==> src/rtl/mips_pkg.sv <==
// Shared MIPS constants and the writeback-source enumeration for the W stage.
package mips_pkg;

    localparam logic [5:0] OP_SPECIAL = 6'b000000;
    localparam logic [5:0] OP_JAL     = 6'b000011;
    localparam logic [5:0] OP_ADDIU   = 6'b001001;
    localparam logic [5:0] OP_ORI     = 6'b001101;
    localparam logic [5:0] OP_LUI     = 6'b001111;
    localparam logic [5:0] OP_LW      = 6'b100011;

    localparam logic [5:0] F_JALR = 6'b001001;
    localparam logic [5:0] F_ADDU = 6'b100001;
    localparam logic [5:0] F_SUBU = 6'b100011;
    localparam logic [5:0] F_AND  = 6'b100100;
    localparam logic [5:0] F_OR   = 6'b100101;
    localparam logic [5:0] F_SLT  = 6'b101010;

    localparam logic [4:0] LINK_REG = 5'd31;

    typedef enum logic [1:0] {
        WD_ALU,
        WD_DM,
        WD_EXT,
        WD_PC8
    } wd_sel_t;

endpackage

==> src/rtl/w_wb_decode.sv <==
// W-stage writeback decode: destination register, data source and write flag.
module w_wb_decode
    import mips_pkg::*;
(
    input  logic [31:0] Instr,
    input  logic        Check,
    output logic [4:0]  A3,
    output wd_sel_t     WDSel,
    output logic        Write
);

    logic [5:0] op;
    logic [5:0] funct;
    logic [4:0] rt;
    logic [4:0] rd;
    logic       unused_fields;

    assign op    = Instr[31:26];
    assign funct = Instr[5:0];
    assign rt    = Instr[20:16];
    assign rd    = Instr[15:11];
    assign unused_fields = ^{Instr[25:21], Instr[10:6]};

    always_comb begin
        A3    = '0;
        WDSel = WD_ALU;
        Write = 1'b0;
        case (op)
            OP_SPECIAL: begin
                case (funct)
                    F_ADDU, F_SUBU, F_AND, F_OR, F_SLT: begin
                        A3    = rd;
                        Write = 1'b1;
                    end
                    F_JALR: begin
                        A3    = rd;
                        WDSel = WD_PC8;
                        Write = 1'b1;
                    end
                    default: ;
                endcase
            end
            OP_ORI, OP_ADDIU: begin
                A3    = rt;
                Write = 1'b1;
            end
            OP_LUI: begin
                A3    = rt;
                WDSel = WD_EXT;
                Write = 1'b1;
            end
            OP_LW: begin
                A3    = rt;
                WDSel = WD_DM;
                Write = 1'b1;
            end
            OP_JAL: begin
                A3    = LINK_REG;
                WDSel = WD_PC8;
                Write = 1'b1;
            end
            default: ;
        endcase
        // A held conditional-link overrides whatever the opcode decoded to.
        if (Check) begin
            A3    = LINK_REG;
            WDSel = WD_PC8;
            Write = 1'b1;
        end
    end

endmodule

==> src/rtl/w_grf.sv <==
// W-stage register file with same-cycle bypass and retired-instruction counter.
// Define W_GRF_TRACE_EN to print a trace line for every effective write.
module w_grf
    import mips_pkg::*;
(
    input  logic        clk,
    input  logic        reset,
    input  logic [31:0] W_Instr,
    input  logic [31:0] W_PC,
    input  logic [31:0] W_ALU,
    input  logic [31:0] W_DM,
    input  logic [31:0] W_EXT,
    input  logic        W_Check,
    input  logic [4:0]  A1,
    input  logic [4:0]  A2,
    output logic [31:0] RD1,
    output logic [31:0] RD2,
    output logic        W_WE,
    output logic [4:0]  W_A3,
    output logic [31:0] W_WD,
    output logic [31:0] RetireCnt
);

    logic [31:0] regs [32];
    wd_sel_t     wd_sel;
    logic        dec_write;
    logic [31:0] pc8;

    w_wb_decode u_decode (
        .Instr (W_Instr),
        .Check (W_Check),
        .A3    (W_A3),
        .WDSel (wd_sel),
        .Write (dec_write)
    );

    assign pc8  = W_PC + 32'd8;
    assign W_WE = dec_write && (W_A3 != '0);

    always_comb begin
        case (wd_sel)
            WD_ALU:  W_WD = W_ALU;
            WD_DM:   W_WD = W_DM;
            WD_EXT:  W_WD = W_EXT;
            WD_PC8:  W_WD = pc8;
            default: W_WD = W_ALU;
        endcase
    end

    always_comb begin
        if (A1 == '0)                     RD1 = '0;
        else if (W_WE && (A1 == W_A3))    RD1 = W_WD;
        else                              RD1 = regs[A1];
        if (A2 == '0)                     RD2 = '0;
        else if (W_WE && (A2 == W_A3))    RD2 = W_WD;
        else                              RD2 = regs[A2];
    end

    // W_WE is never set for A3 == 0, so register 0 stays zero after reset.
    always_ff @(posedge clk) begin
        if (reset) begin
            for (int unsigned i = 0; i < 32; i++) begin
                regs[i] <= '0;
            end
            RetireCnt <= '0;
        end else begin
            if (W_WE) begin
                regs[W_A3] <= W_WD;
            end
            if (W_Instr != '0) begin
                RetireCnt <= RetireCnt + 32'd1;
            end
        end
    end

`ifdef W_GRF_TRACE_EN
    always_ff @(posedge clk) begin
        if (!reset && W_WE) begin
            $display("@%08h: $%0d <= %08h", W_PC, W_A3, W_WD);
        end
    end
`endif

endmodule

==> config.mk <==
export PLATFORM = sky130hd
export DESIGN_NAME = w_grf
export DESIGN_NICKNAME = d
export VERILOG_FILES = /design/src/rtl/mips_pkg.sv /design/src/rtl/w_wb_decode.sv /design/src/rtl/w_grf.sv
export SDC_FILE = /design/constraint.sdc
export NUM_CORES = 2
export LEC_CHECK = 0
export BUFFER_PORTS_ARGS = -buffer_cell sky130_fd_sc_hd__buf_4
export CAP_MARGIN = 20
export CORE_ASPECT_RATIO = 0.6
export CORE_MARGIN = 5
export CORE_UTILIZATION = 25
export CTS_BUF_LIST = sky130_fd_sc_hd__clkbuf_2
export DETAILED_ROUTE_END_ITERATION = 12
export GPL_ROUTABILITY_DRIVEN = 1
export GPL_TIMING_DRIVEN = 0
export PLACE_DENSITY_LB_ADDON = 0.25
export SYNTH_ARGS = -nofsm -noshare
export SYNTH_HDL_FRONTEND = slang
export SYNTH_SLANG_ARGS = --single-unit
==> constraint.sdc <==
create_clock -name clk -period 4.8 [get_ports clk]
set_input_delay 0.24 -clock clk [delete_from_list [all_inputs] [get_ports clk]]
set_output_delay 0.24 -clock clk [all_outputs]
set_load 0.01 [all_outputs]
Word-level counts from Yosys, hierarchy flattened
Memories as Yosys holds them, arrays and structs flattened.
Cells that the tools add are included.
{ "op_classes": {"muxes": 22, "n_reduce_logical": 13, "add_sub_neg": 2, "n_eq_ne": 16} }
{ "ops": {"columns": ["operator", "count"], "rows": [
  ["32-bit 2-to-1 mux", 5],
  ["32-bit case mux with 4 select lines", 1],
  ["6-bit == test, second input constant", 6],
  ["32-bit by 1-bit adder with 32-bit output, second input constant", 1],
  ["32-bit by 4-bit adder with 32-bit output, second input constant", 1],
  ["32-bit nonzero test", 1],
  ["32-bit OR reduction", 1],
  ["6-bit by 4-bit == test with 1-bit output, second input constant", 4],
  ["5-bit 2-to-1 mux", 3],
  ["5-bit case mux with 3 select lines", 1],
  ["5-bit == test", 2],
  ["5-bit zero test", 2],
  ["1-bit 2-to-1 mux", 8],
  ["2-bit case mux with 4 select lines", 1],
  ["6-bit by 2-bit == test with 1-bit output, second input constant", 1],
  ["6-bit zero test", 1],
  ["6-bit OR reduction", 1],
  ["5-bit nonzero test", 1],
  ["5-bit OR reduction", 1],
  ["2-bit == test, second input constant", 2],
  ["2-bit 2-to-1 mux", 2],
  ["4-bit OR reduction", 1],
  ["1-bit logical AND", 3],
  ["2-bit by 1-bit == test with 1-bit output, second input constant", 1],
  ["other kinds (2)", 2]
]} }
{ "totals": {"n_memories": 1, "input_bits": 173, "ram_bits": 1024, "output_inout_bits": 134, "register_bits": 32} }
{ "memory_table": {"columns": ["name", "depth", "word_bits", "read_ports", "rd_ports_with_merged_regs", "wr", "line_no", "text"], "rows": [
  ["regs", 32, 32, 2, 0, 32, "w_grf.sv:24", "logic [31:0] regs [32];"]
]} }

Depth between registers and ports, before layout
{ "depth": {"depth_word": 12, "mapped_depth": 12} }

By module
A second synthesis with hierarchy kept.
{ "unflattened": {"hier_cells": 3944, "area_unflattened_um2": 56041.2} }
{ "by_module_without_submodules": {"columns": ["module", "cells_per_inst", "seq_area_each_um2", "instances", "area_per_inst_um2"], "rows": [
  ["w_grf", 3911, 31390.1, 1, 55778.5],
  ["w_wb_decode", 33, 0.0, 1, 262.8]
]} }

Least setup slack after synthesis
OpenSTA, ideal clock, no wires.
{ "synth_timing": {"kind": "input to register", "start": "input W_Instr[27]", "end": "memory regs[18][0], enable pin", "slack_ps": 778, "t_required_ps": 4372, "setup_ps": 428, "arrival_ps": 3594, "cell_stages": 8, "path_buffers": 1, "path_cell_list": "or4_1 nor2_1 o21a_1 a22oi_1 nor4_2 nand2_1 clkbuf_1 o21bai_1"} }
{ "synth_lines": {"columns": ["element", "line_no", "text"], "rows": [
  ["from (decl)", "w_grf.sv:8", "input logic [31:0] W_Instr,"],
  ["to (decl)", "w_grf.sv:24", null]
]} }

Final worst setup path
{ "layout_timing": {"start": "input A1[0]", "end": "output RD1[11]"} }
{ "layout_between": {"elab_chain_len": 4, "elab_cells_between_ends": 6, "classes_between": "eq/ne (1); mux (2); reduce/logical (2); memory (1)"} }
{ "layout_rtl": {"columns": ["element", "line_no", "text"], "rows": [
  ["from (decl)", "w_grf.sv:14", "input logic [4:0] A1,"],
  ["branches (longest 3 deep; another with memory read 32 x 32 bit)", null, null],
  ["32-bit 2-to-1 mux (*)", "w_grf.sv:51", "if (A1 == '0) RD1 = '0;"],
  ["to (decl)", "w_grf.sv:16", "output logic [31:0] RD1,"]
]} }
Every way passes the cells marked *.

==> impl_results.md <==
* CP bufs+invs at 6
* Share of the synthesized area in the top cell type at 53.9%
* Design Area, Final at 68000 um^2
* Worst Setup End Kind: primary output
* Final Hold Vio Count at 0
* Final setup vio count at 0
* Cell taking the most area after synthesis: edfxtp_1
* Final #Nets at 5332
* Slew Limit Fails at 0
* Initial drt markers at 7196
* Die X-Extent at 619 um
* FF-to-FF setup slack at 2090 ps
* Io pins at 307
* Placed cell area at 63600 um^2
* Core area at 222000 um^2
* Synth async-reset ratio at 0%
* # port buffers at 299
* CP Depth at 11
* Finished Layout Cells at 8326
* Place WS at -1530 ps
* Crit path time final at 4800 ps
* CTS buffer count at 246
* Worst-Margin Slew at 1350 ps
* Reg2reg end: RetireCnt[31]
* Final wirelength at 273 mm
* Critical path origin: A1[0]
* Gpl congestion at 0.962
* Worst rel slew slack at 9.91%
* Crit-path max cell delay at 750 ps
* Power Dens Cells at 304 nW/um^2
* Top post-synthesis cells by count: nor2_1, edfxtp_1, mux4_2
* Seq/Total Area, Yosys at 55.0%
* GR Overflow Total at 0
* Simple-Gate Fraction of Synth Area at 12.5%
* EDFF count, synth at 998
* Max cap viols at 0
* Post-DR vias/cell at 5.47
* Mux cell area share after synthesis at 24.4%
* Synth area leaders: edfxtp_1, mux4_2, nor2_1
* Fin worst setup slack at 0.402 ps
* Crit-path max FO at 10
* #FFs+latches synth at 1030
* Cells on Worst Hold Path at 6
* Longest Clk Path Bufs at 4
* Adder-cell area share of the yosys netlist at 0.0450%
* Final Skew at 35.1 ps
* Pwr Total at 20.7 mW
* RSZ-0062 raised after global routing: no
* Avg Synthesized Cell Area at 13.0 um^2
* Htree depth at 4
* Mapped Cells at 4291
* Post-synthesis compound-gate area fraction at 4.22%
* Largest net degree at the start of global routing at 24
* Root Buffer: clkbuf_2
* TritonCTS clock tree: built
* Syn Std Cell Area at 55600 um^2
* DRC at 0
* Max Freq at 208 MHz
* TNS Setup at 0 ps
* XOR/XNOR Fraction of Synth Area at 0.882%
* Hold wc startpoint: W_EXT[5]
* Area growth syn-to-layout at 22.3%
* WL per Instance at 32.8 um
* Die area at 232000 um^2
* Vias in the first global route at 43946
* Cells along the critical path: buf_4 -> buf_2 -> buf_1 -> buf_2 -> clkbuf_1 -> mux2_2 -> a22oi_1 -> a21oi_1 -> nand3_1 -> mux2i_1 -> buf_4
* Detailed placement HPWL at 208 mm
* Leak Pwr at 23.8 nW
* Critical Path AT at 4560 ps
* Ys flop type: edfxtp_1
* Syn. warnings at 0
* Hold WC Path Type: in -> reg
* CTS clk-pin slew, worst paths at 130 ps
* Startpoint types: input port
* Drt pass-1 iters at 6
* Family with the most delay on the worst path: buffers and inverters
* Tcrit/Tclk final at 100%
* Number of post-CTS setup repair buffers at 0
* Die H at 375 um
* Worst reg2reg path depth at 9
* Initial antenna violation count at 19
* Dpl cells at 7681
* Worst Path Required at 4560 ps
* Setup Crit Path Kind: in -> out
* Slowest stage cell, crit path: buf_1
* FF-to-FF Start: RetireCnt[5]
* Final core occ at 30.7%
* Vias at 45546
* Largest family of logic cells by synthesized area: multiplexers
* Share of layout cells above drive strength 1 at 27.2%
* Gr usage total at 22.7%
* Status: finished clean
* Row Count at 134
* Global-route wire length before repair at 365 mm
* Final hold slack at 92.0 ps
* Clock latency on the worst-skew pair at 1520 ps
* Synth cell types at 67
* Worst VDD drop at 0.164 mV
* Critical Path Sink: RD1[11]
* Sink Count at 1030
* Initial Utilization at 25.1%
* Antenna-violating nets left at 0
* Most common cell in the netlist: nor2_1
-- worst reg2reg max path, delay by kind of cell, from the launching register on --
| kind | cells | cell delay, ps |
|---|---|---|
| buffers and inverters | 2 | 550 |
| XOR/XNOR | 1 | 160 |
| AND/OR/NAND/NOR | 6 | 1440 |
| flip-flops | 1 | 440 |
-- layer usage --
metal | part of all wire, % | wire [um] | track usage [%]
met5 | 0.040 | 110 | 0.289
met4 | 2.9 | 7880 | 5.96
met3 | 16 | 44700 | 10.9
met2 | 38 | 105000 | 29.5
met1 | 42 | 115000 | 33.0
-- layout make-up --
cell class | instances | area [um^2]
buffer | 368 | 1520
antenna | 11 | 27.5
timing repair buffer | 616 | 6240
multi-input combinational | 2854 | 23700
clock buffer | 362 | 1810
clock inverter | 52 | 235
sequential | 1030 | 30600
tap | 2992 | 3740
fill | 22672 | 154000
inverter | 41 | 165
-- report_power, final --
part	switching (mW)	internal (mW)
clock	4.08	2.04
sequential	0.243	10.3
combinational	2.46	1.55
total	6.79	13.9
-- state kept, by name, summed over array words and instances, names as in the netlist --
register / flops
regs: 998
RetireCnt: 32
-- worst min-delay path by stage --
| stage | slack (ps) | to |
|---|---|---|
| 6_report | 90 | regs[16][5] |
| 5_1_grt | 40 | regs[30][19] |
| 4_1_cts | 3 | regs[18][12] |
| 3_5_place_dp | 520 | RetireCnt[25] |
| 3_3_place_gp | 500 | RetireCnt[25] |
| 2_1_floorplan | 520 | RetireCnt[25] |
-- cells in the final DEF, fill, tap and decap left out, drive strengths merged, types with 5 or more instances in the layout --
cell | Yosys | routed
and3 | 22 | 22
o21a | 6 | 6
o21bai | 18 | 18
o21ai | 42 | 42
a22oi | 92 | 92
nor4 | 11 | 11
dfxtp | 32 | 32
nand4 | 27 | 27
and2 | 8 | 8
dlygate4sd3 | 0 | 198
nand2 | 345 | 345
diode | 0 | 11
clkinv | 6 | 52
and4 | 9 | 9
or3 | 9 | 9
o2111ai | 5 | 5
nand2b | 44 | 44
mux2 | 62 | 62
nand3 | 65 | 65
xor2 | 25 | 25
a31oi | 30 | 30
or2 | 7 | 7
mux2i | 256 | 256
xnor2 | 31 | 31
a211o | 6 | 6
inv | 35 | 36
conb | 1 | 6
edfxtp | 998 | 998
nor2 | 1040 | 1040
mux4 | 456 | 456
a221o | 31 | 31
o221ai | 7 | 7
nor3 | 70 | 70
buf | 113 | 529
nor2b | 16 | 16
a21oi | 75 | 75
clkbuf | 258 | 617
-- timing repair --
action / CTS / global route
hold buffers: 195 / 3
gates resized for setup: 13 / 9
endpoints found under the hold margin: 1238 / 7
setup endpoints to repair: 32 / 9
cloned: 0 / 0
-- kinds of logic (layout without fill, tap and decap cells) --
kind of cell    Yosys count  in the layout
xor+xnor                 56             56
fa+ha+maj                 2              2
mux                     774            774
compound gates          333            333
buf+inv                 412           1439
other cells               1             17
flops                  1030           1030
simple gates           1683           1683
Note: power is estimated with default switching activity, not from simulation.
